--- config.mk ---
export PLATFORM = sky130hd
export DESIGN_NAME = bennett_run_ctrl
export DESIGN_NICKNAME = d
export VERILOG_FILES = /design/src/rtl/bennett_run_ctrl.sv
export SDC_FILE = /design/constraint.sdc
export NUM_CORES = 1
export LEC_CHECK = 0
export CAP_MARGIN = 20
export CORE_MARGIN = 2
export CORE_UTILIZATION = 45
export CTS_CLUSTER_SIZE = 8
export DETAILED_ROUTE_END_ITERATION = 8
export PLACE_DENSITY = 0.76
export SLEW_MARGIN = 5
export SYNTH_ARGS = -nofsm -noshare
export SYNTH_HDL_FRONTEND = slang
export SYNTH_SLANG_ARGS = --single-unit
--- constraint.sdc ---
create_clock -name clk -period 1.9 [get_ports clk]
set_input_delay 0.285 -clock clk [delete_from_list [all_inputs] [get_ports clk]]
set_output_delay 0.285 -clock clk [all_outputs]
set_load 0.05 [all_outputs]
--- src/rtl/bennett_run_ctrl.sv ---
// Run-control sequencer for the Bennett ramp clock generator: RUN/STEP/HALT, cycle counting, watchdog.
// Defining BENNETT_PEAK_HOLD_EN adds a hold input that parks the generator at its ramp peak.
module bennett_run_ctrl #(
  parameter int WIDTH   = 11,
  parameter int CNT_W   = 16,
  parameter int TIMEOUT = 4 * WIDTH
) (
  input  logic             clk,
  input  logic             reset,
  input  logic             cmd_valid,
  output logic             cmd_ready,
  input  logic [1:0]       cmd_op,
  input  logic [CNT_W-1:0] cmd_count,
  output logic             gen_en,
  output logic             gen_reset,
  input  logic             gen_instflag,
  input  logic             gen_mclk,
`ifdef BENNETT_PEAK_HOLD_EN
  input  logic             hold,
`endif
  output logic             busy,
  output logic             done,
  output logic [CNT_W-1:0] cycles_left,
  output logic             err_timeout
);

  localparam logic [2:0] S_IDLE  = 3'd0;
  localparam logic [2:0] S_START = 3'd1;
  localparam logic [2:0] S_RUN   = 3'd2;
  localparam logic [2:0] S_DRAIN = 3'd3;
  localparam logic [2:0] S_ERR   = 3'd4;

  localparam logic [1:0] OP_RUN  = 2'b01;
  localparam logic [1:0] OP_STEP = 2'b10;
  localparam logic [1:0] OP_HALT = 2'b11;

  localparam int              WD_W    = $clog2(TIMEOUT + 1);
  localparam logic [WD_W-1:0] WD_LAST = WD_W'(TIMEOUT - 1);
  localparam logic [WD_W-1:0] WD_ONE  = {{(WD_W-1){1'b0}}, 1'b1};
  localparam logic [CNT_W-1:0] CNT_ONE = {{(CNT_W-1){1'b0}}, 1'b1};

  logic [2:0]       state_r, state_nx;
  logic [WD_W-1:0]  wd_r, wd_nx;
  logic [CNT_W-1:0] cycles_left_r, cycles_left_nx;
  logic             instflag_q_r, flag_rise_s, accept_s, wd_hit_s;
  logic             active_s, active_nx_s, parked_nx_s;
  logic             gen_en_r, gen_reset_r, busy_r, done_r, err_r;
  logic             done_nx, err_nx, gen_en_nx;

  assign cmd_ready   = (state_r == S_IDLE) | (state_r == S_RUN) | (state_r == S_ERR);
  assign accept_s    = cmd_valid & cmd_ready;
  assign flag_rise_s = gen_instflag & ~instflag_q_r;
  assign active_s    = (state_r == S_RUN) | (state_r == S_DRAIN);
  assign active_nx_s = (state_nx == S_RUN) | (state_nx == S_DRAIN);
  // A flag on the same edge as the watchdog limit proves the generator alive
  assign wd_hit_s    = gen_en_r & (wd_r == WD_LAST) & ~flag_rise_s;
  assign gen_en_nx   = active_s & active_nx_s & ~parked_nx_s;

  assign gen_en      = gen_en_r;
  assign gen_reset   = gen_reset_r;
  assign busy        = busy_r;
  assign done        = done_r;
  assign cycles_left = cycles_left_r;
  assign err_timeout = err_r;

`ifdef BENNETT_PEAK_HOLD_EN
  logic mclk_q_r, parked_r;

  // Park on an mclk rise while hold is set; stay parked until hold drops
  always_comb begin
    parked_nx_s = 1'b0;
    if (active_s) begin
      if (parked_r) begin
        parked_nx_s = hold;
      end else begin
        parked_nx_s = hold & gen_mclk & ~mclk_q_r;
      end
    end else begin
      parked_nx_s = 1'b0;
    end
  end

  // Peak-hold edge and park registers
  always_ff @(posedge clk or posedge reset) begin
    if (reset) begin
      mclk_q_r <= 1'b0;
      parked_r <= 1'b0;
    end else begin
      mclk_q_r <= gen_mclk;
      parked_r <= parked_nx_s;
    end
  end
`else
  logic unused_s;
  assign unused_s    = gen_mclk;
  assign parked_nx_s = 1'b0;
`endif

  // Sequencer next state, remaining-cycle count and completion/error flags
  always_comb begin
    state_nx       = state_r;
    cycles_left_nx = cycles_left_r;
    done_nx        = 1'b0;
    err_nx         = err_r;
    case (state_r)
      S_IDLE: begin
        if (accept_s && ((cmd_op == OP_RUN) || (cmd_op == OP_STEP))) begin
          state_nx       = S_START;
          cycles_left_nx = (cmd_op == OP_STEP) ? CNT_ONE : cmd_count;
        end else begin
          state_nx = S_IDLE;
        end
      end
      S_START: state_nx = S_RUN;
      S_RUN: begin
        // The final count completes before a simultaneous HALT is considered
        if (flag_rise_s && (cycles_left_r == CNT_ONE)) begin
          state_nx       = S_IDLE;
          cycles_left_nx = '0;
          done_nx        = 1'b1;
        end else if (wd_hit_s) begin
          state_nx = S_ERR;
          err_nx   = 1'b1;
        end else begin
          if (flag_rise_s && (cycles_left_r != '0)) begin
            cycles_left_nx = cycles_left_r - CNT_ONE;
          end else begin
            cycles_left_nx = cycles_left_r;
          end
          if (accept_s && (cmd_op == OP_HALT)) begin
            state_nx = S_DRAIN;
          end else begin
            state_nx = S_RUN;
          end
        end
      end
      S_DRAIN: begin
        if (flag_rise_s) begin
          state_nx       = S_IDLE;
          cycles_left_nx = '0;
          done_nx        = 1'b1;
        end else if (wd_hit_s) begin
          state_nx = S_ERR;
          err_nx   = 1'b1;
        end else begin
          state_nx = S_DRAIN;
        end
      end
      S_ERR: begin
        if (accept_s && (cmd_op == OP_HALT)) begin
          state_nx       = S_IDLE;
          cycles_left_nx = '0;
          err_nx         = 1'b0;
        end else begin
          state_nx = S_ERR;
        end
      end
      default: begin
        state_nx       = S_IDLE;
        cycles_left_nx = '0;
        err_nx         = 1'b0;
      end
    endcase
  end

  // Watchdog counts enabled cycles since the last instFlag; idle states hold it at zero
  always_comb begin
    wd_nx = wd_r;
    if (flag_rise_s || !active_s) begin
      wd_nx = '0;
    end else if (gen_en_r) begin
      wd_nx = wd_r + WD_ONE;
    end else begin
      wd_nx = wd_r;
    end
  end

  // State and registered outputs
  always_ff @(posedge clk or posedge reset) begin
    if (reset) begin
      state_r       <= S_IDLE;
      wd_r          <= '0;
      cycles_left_r <= '0;
      instflag_q_r  <= 1'b0;
      gen_en_r      <= 1'b0;
      gen_reset_r   <= 1'b0;
      busy_r        <= 1'b0;
      done_r        <= 1'b0;
      err_r         <= 1'b0;
    end else begin
      state_r       <= state_nx;
      wd_r          <= wd_nx;
      cycles_left_r <= cycles_left_nx;
      instflag_q_r  <= gen_instflag;
      gen_en_r      <= gen_en_nx;
      gen_reset_r   <= (state_r == S_START);
      busy_r        <= (state_nx != S_IDLE);
      done_r        <= done_nx;
      err_r         <= err_nx;
    end
  end

endmodule

* After elaboration in Yosys (flattened, before gate mapping) *
Index checks and enable logic that the tools add are counted.
W data, S select, Z words.

word-level totals
  register bits = 31
  input bits = 23
  output and inout port bits = 22
  word-level logic and storage cells = 82

operators by class
  add/sub/neg operators = 2
  eq/ne operators = 18
  multiplexer cells = 26
  bitwise gates (word level) = 13
  reductions and logical operators = 14

operator list
  kind                     count
  $mux W16                 7
  $pmux W16 S5             1
  $eq A16 B1 Y1 const B    1
  $reduce_bool A16 Y1      1
  $sub A16 B1 Y16 const B  1
  $mux W3                  5
  $pmux W3 S5              1
  $eq A3 B2 Y1 const B     4
  $mux W6                  2
  $mux W1                  8
  $add A6 B1 Y6 const B    1
  $eq A6 B6 Y1 const B     1
  $ne A2 B2 Y1 const B     3
  $reduce_and A6 Y1        1
  $and A1 B1 Y1            5
  $eq A2 B2 Y1 const B     2
  $logic_and A1 B1 Y1      4
  $ne A2 B1 Y1 const B     2
  $not A1 Y1               4
  $or A1 B1 Y1             4
  $pmux W1 S4              1
  $reduce_and A4 Y1        1
  $eq A3 B1 Y1 const B     1
  $eq A3 B3 Y1 const B     1
  other kinds (10)         11

* Depth between registers and ports, before layout *
  word-level depth = 12
  depth in mapped cells = 9
  depth with buffers taken out = 7

* Worst setup path before layout *
Ideal clock, no wire load.

  path kind = flip-flop to flip-flop
  start point = reg cycles_left_r[0], in the netlist cycles_left[0]
  end point = reg cycles_left_r[0], in the netlist cycles_left[0]
  setup time = 125 ps
  arrival = 2,322 ps
  required time = 1,775 ps
  slack = -547 ps
  cell stages (with the launch flop) = 10
  buffers on the path = 2
  clock period less this slack = 2,447 ps
  cell sequence = dfrtp_1 inv_1 ha_1 nor3b_2 and2_1 buf_6 a21oi_4 o21a_1 buf_6 mux2_4

between the ends
  word-level cells in the longest chain between the ends = 5
  elaborated cells on any way between the ends = 12
  those cells by class = add/sub (1); eq/ne (3); mux (4); reduce/logical (4)

ends and longest elaborated chain
  element                 line  source
  start, declared         44    logic [CNT_W-1:0] cycles_left_r, cycles_left_nx;
  start signal, assigned  193   cycles_left_r <= cycles_left_nx;
  $sub A16 B1 Y16         126   cycles_left_nx = cycles_left_r - CNT_ONE;
  $mux W16                125   if (flag_rise_s && (cycles_left_r != '0)) begin
  $mux W16                121   end else if (wd_hit_s) begin
  $mux W16                117   if (flag_rise_s && (cycles_left_r == CNT_ONE)) begin
  $pmux W16 S5            105   case (state_r)

Parallel ways exist; a longest one is shown, timed or not. The select of a mux whose other input is x is not followed.
A chain may end at the register's enable or synchronous reset.

* Worst setup path after layout *
  start point = reg cycles_left_r[4], in the netlist cycles_left[4]
  end point = reg cycles_left_r[2], in the netlist cycles_left[2]

between the ends
  word-level cells in the longest chain between the ends = 4
  elaborated cells on any way between the ends = 9
  those cells by class = eq/ne (3); mux (2); reduce/logical (4)

ends and longest elaborated chain
  element                                                                    line
  $eq A16 B1 Y1 / $reduce_bool A16 Y1 (equally long branches)                117, 125
  $logic_and A1 B1 Y1 (on tied branches)                                     117, 125
  $ne A3 B1 Y1 (no source line) (tied with other cells)                      --
  $reduce_and A6 Y1 (no source line) / $pmux W16 S5 (equally long branches)  --

Parallel ways exist; a longest one is shown, timed or not.

==> impl_results.md <==
* Status: finished with violations
* Failing checks: negative setup slack
* Post-Syn Instances at 208
* Worst Slack Setup Final at -0.0887 ns
* Clk pin slew, worst setup/hold paths at approximately 0.070 ns
* Final HPWL DP at 4260 um
* Multi-input gate area at roughly 1200 sq um
* DRT Pass-1 Iters at 4
* Routability congestion estimate at between 0.9 and 1
* Critical path arrival at about 2.2 ns
* IO Count at 45
* Share of cells above drive strength 1 at 0.377
* Maximum VDD drop at between 0.8 and 0.9 mV
* Synthesis Warnings at 0
* H-tree depth at 2
* Overflow after GRT at 0
* Crit path required time at 2.08 ns
* Setup violators final at 7
* Leading area contributor after synthesis: dfrtp_1
* CTS Buf Count at 5
* Filler instances at roughly 330
* Distinct cells, synth at 50
* Crit share post-route at 1.05
* Number of diodes at 0
* Die H at approximately 70 um
* Commonest non-fill, non-tap cell in the layout: buf_4
* Vias at roughly 2,100
* Hold Fails Final Rpt at 0
* Post-Syn Area per Cell at about 9.5 sq um
* R2R Path End: cycles_left[2]
* Register area share after synthesis at 0.393
* DR vias/cell at approximately 5.8
* Largest cells by area after synthesis: dfrtp_1 (39%), a32o_1 (4.6%), nand2_1 (3.8%), o21ai_0 (3.3%), ha_1 (3.2%)
* WL per Instance at approximately 17 um
* Async SR Flop Fraction at 1.00
* Core area at about 4300 sq um
* Min-delay worst type: in2async
* Worst-Skew Late Latency at a little under 0.3 ns
* Max Cap Violations at 0
* CP endpoint kind: flop
* Nets at 337
* Worst-margin pin slew at around 0.5 ns
* Syn nets at around 240
* Unrepaired setup endpoints after global routing: true
* Row Count at 24
* Initial antenna violation count at 0
* Root buf cell: clkbuf_8
* Crit-path max FO at 5
* P&R area growth vs syn at 57.5%
* Port bufs at 43
* Setup crit start kind: flop
* Fmax at 503 MHz
* Top cell type's share of synthesized area at 0.393
* CTS tree: yes
* Setup TNS at -0.368 ns
* Fin crit period at about 2.0 ns
* First-pass GRT wire length at between 9000 and 10,000 um
* Starting Density at 0.459
* Die area at about 5000 sq um
* Clock skew at 0.00550 ns
* Die Span X at between 70 and 80 um
* Post-synth EDFFs at 0
* Synthesized area at between 1500 and 2000 sq um
* Worst setup path endpoint: cycles_left[2]
* Drt first-iter violations at 182
* WS Path Type: reg2reg
* Final WL at around 6000 um
* R2R Setup Slk at -0.09 ns
* Relative slew slack at 0.665
* Number of global-route vias before repair at 2,065
* Post-route ant nets at 0
* Drt drc at 0
* Top_reg_cell synth: dfrtp_1
* Most frequent cells in the layout: buf_4 (67), clkdlybuf4s50_1 (26), dfrtp_1 (25)
* R2r worst-path depth at 6
* Tot GR Track Use at 0.250
* RR Startpoint: cycles_left[4]
* Design area at between 3000 and 4000 sq um
* Clk sinks at 31
* Final Max Tran Viols at 0
* PD cells at 1850 nW/um^2
* Post-synthesis register bit count at 31
* CP startpoint: cycles_left[4]
* Register area at ~800 sq um
* Largest net degree at the start of global routing at 32
* Leakage power total at about 1.5 nW
* Placement Cell Area at between 2000 and 3000 sq um
* Max clock buf depth at 2
==> how the worst min path moves through the flow <==
stage,cells past startpoint,end,from
after detailed placement,1,cycles_left[13],cycles_left[13]
final,3,cycles_left[3],reset
after floorplan,0,instflag_q_r,gen_instflag
after global placement,1,cycles_left[13],cycles_left[13]
after CTS,3,wd_r[0],reset
after global routing,3,busy,reset
==> through the flow <==
step / setup slack [ns] / power [mW] / utilization / hold WS [ns] / cells
6_report: -0.0887 / 5.75 / 0.723 / 0.383 / 362
5_1_grt: -0.113 / 6.08 / 0.723 / 0.444 / 362
4_1_cts: -0.0590 / 5.55 / 0.701 / 0.390 / 359
3_5_place_dp: -0.586 / 4.79 / 0.659 / 0.534 / 346
3_3_place_gp: -0.524 / 4.71 / 0.659 / 0.528 / 346
2_1_floorplan: -0.271 / 3.34 / - / 0.316 / 208
==> layout make-up <==
class	count	area share
Tap cell	52	0.0210
Multi-Input combinational cell	157	0.397
Sequential cell	31	0.252
Inverter	9	0.0109
Clock inverter	1	0.00161
Timing Repair Buffer	105	0.293
Clock buffer	7	0.0246
==> registers in the layout, summed over array words and instances, names as in the netlist <==
signal,flops
err_timeout,1
busy,1
gen_en,1
cycles_left,16
instflag_q_r,1
done,1
state_r,3
wd_r,6
gen_reset,1
==> Yosys cell counts, drive strengths merged, types with 4 or more instances <==
library cell,instances
clkbuf,6
nand4,6
buf,5
nor3,7
o21ai,15
nand2,20
nor2,15
a32o,9
ha,5
a21oi,9
and3,6
a211oi,4
o211ai,7
a22o,5
dfrtp,31
inv,9
o211a,4
==> logic make-up after synthesis <==
family,synth area share
simple gates,0.213
buf+inv,0.0476
xor+xnor,0.0222
flops,0.393
mux,0.0279
fa+ha+maj,0.0317
compound gates,0.265
==> critical path, cell delays in order (launching register included) <==
cell and delay, ns:
dfrtp_2 0.42, nor4_4 0.29, buf_6 0.16, nand4_4 0.16
o211a_1 0.34, a32o_1 0.29, a32o_1 0.21
==> per-layer routing <==
| layer | vias up | part of all wire | wire, um | global-route usage |
|---|---|---|---|---|
| met2 | 62 | 0.51 | 3030 | 0.426 |
| li1 | 993 | - | - | - |
| met4 | 0 | 0.016 | 97 | 0.0876 |
| met1 | 1028 | 0.43 | 2540 | 0.314 |
| met5 | - | 0 | 0 | 0 |
| met3 | 10 | 0.051 | 307 | 0.0534 |
==> repair_timing <==
item / 4_1_cts / 5_1_grt
cloned: 1 / 0
endpoints found under the setup margin: 17 / 20
pin swaps: 5 / 9
resized for setup: 18 / 21
hold buffers: 0 / 0
setup buffers: 4 / 3
==> power by group <==
part	switching (mW)	internal, mW
logic	2.28	1.87
registers	0.225	0.882
clock network	0.244	0.256
Note: power is estimated with default switching activity, not from simulation.
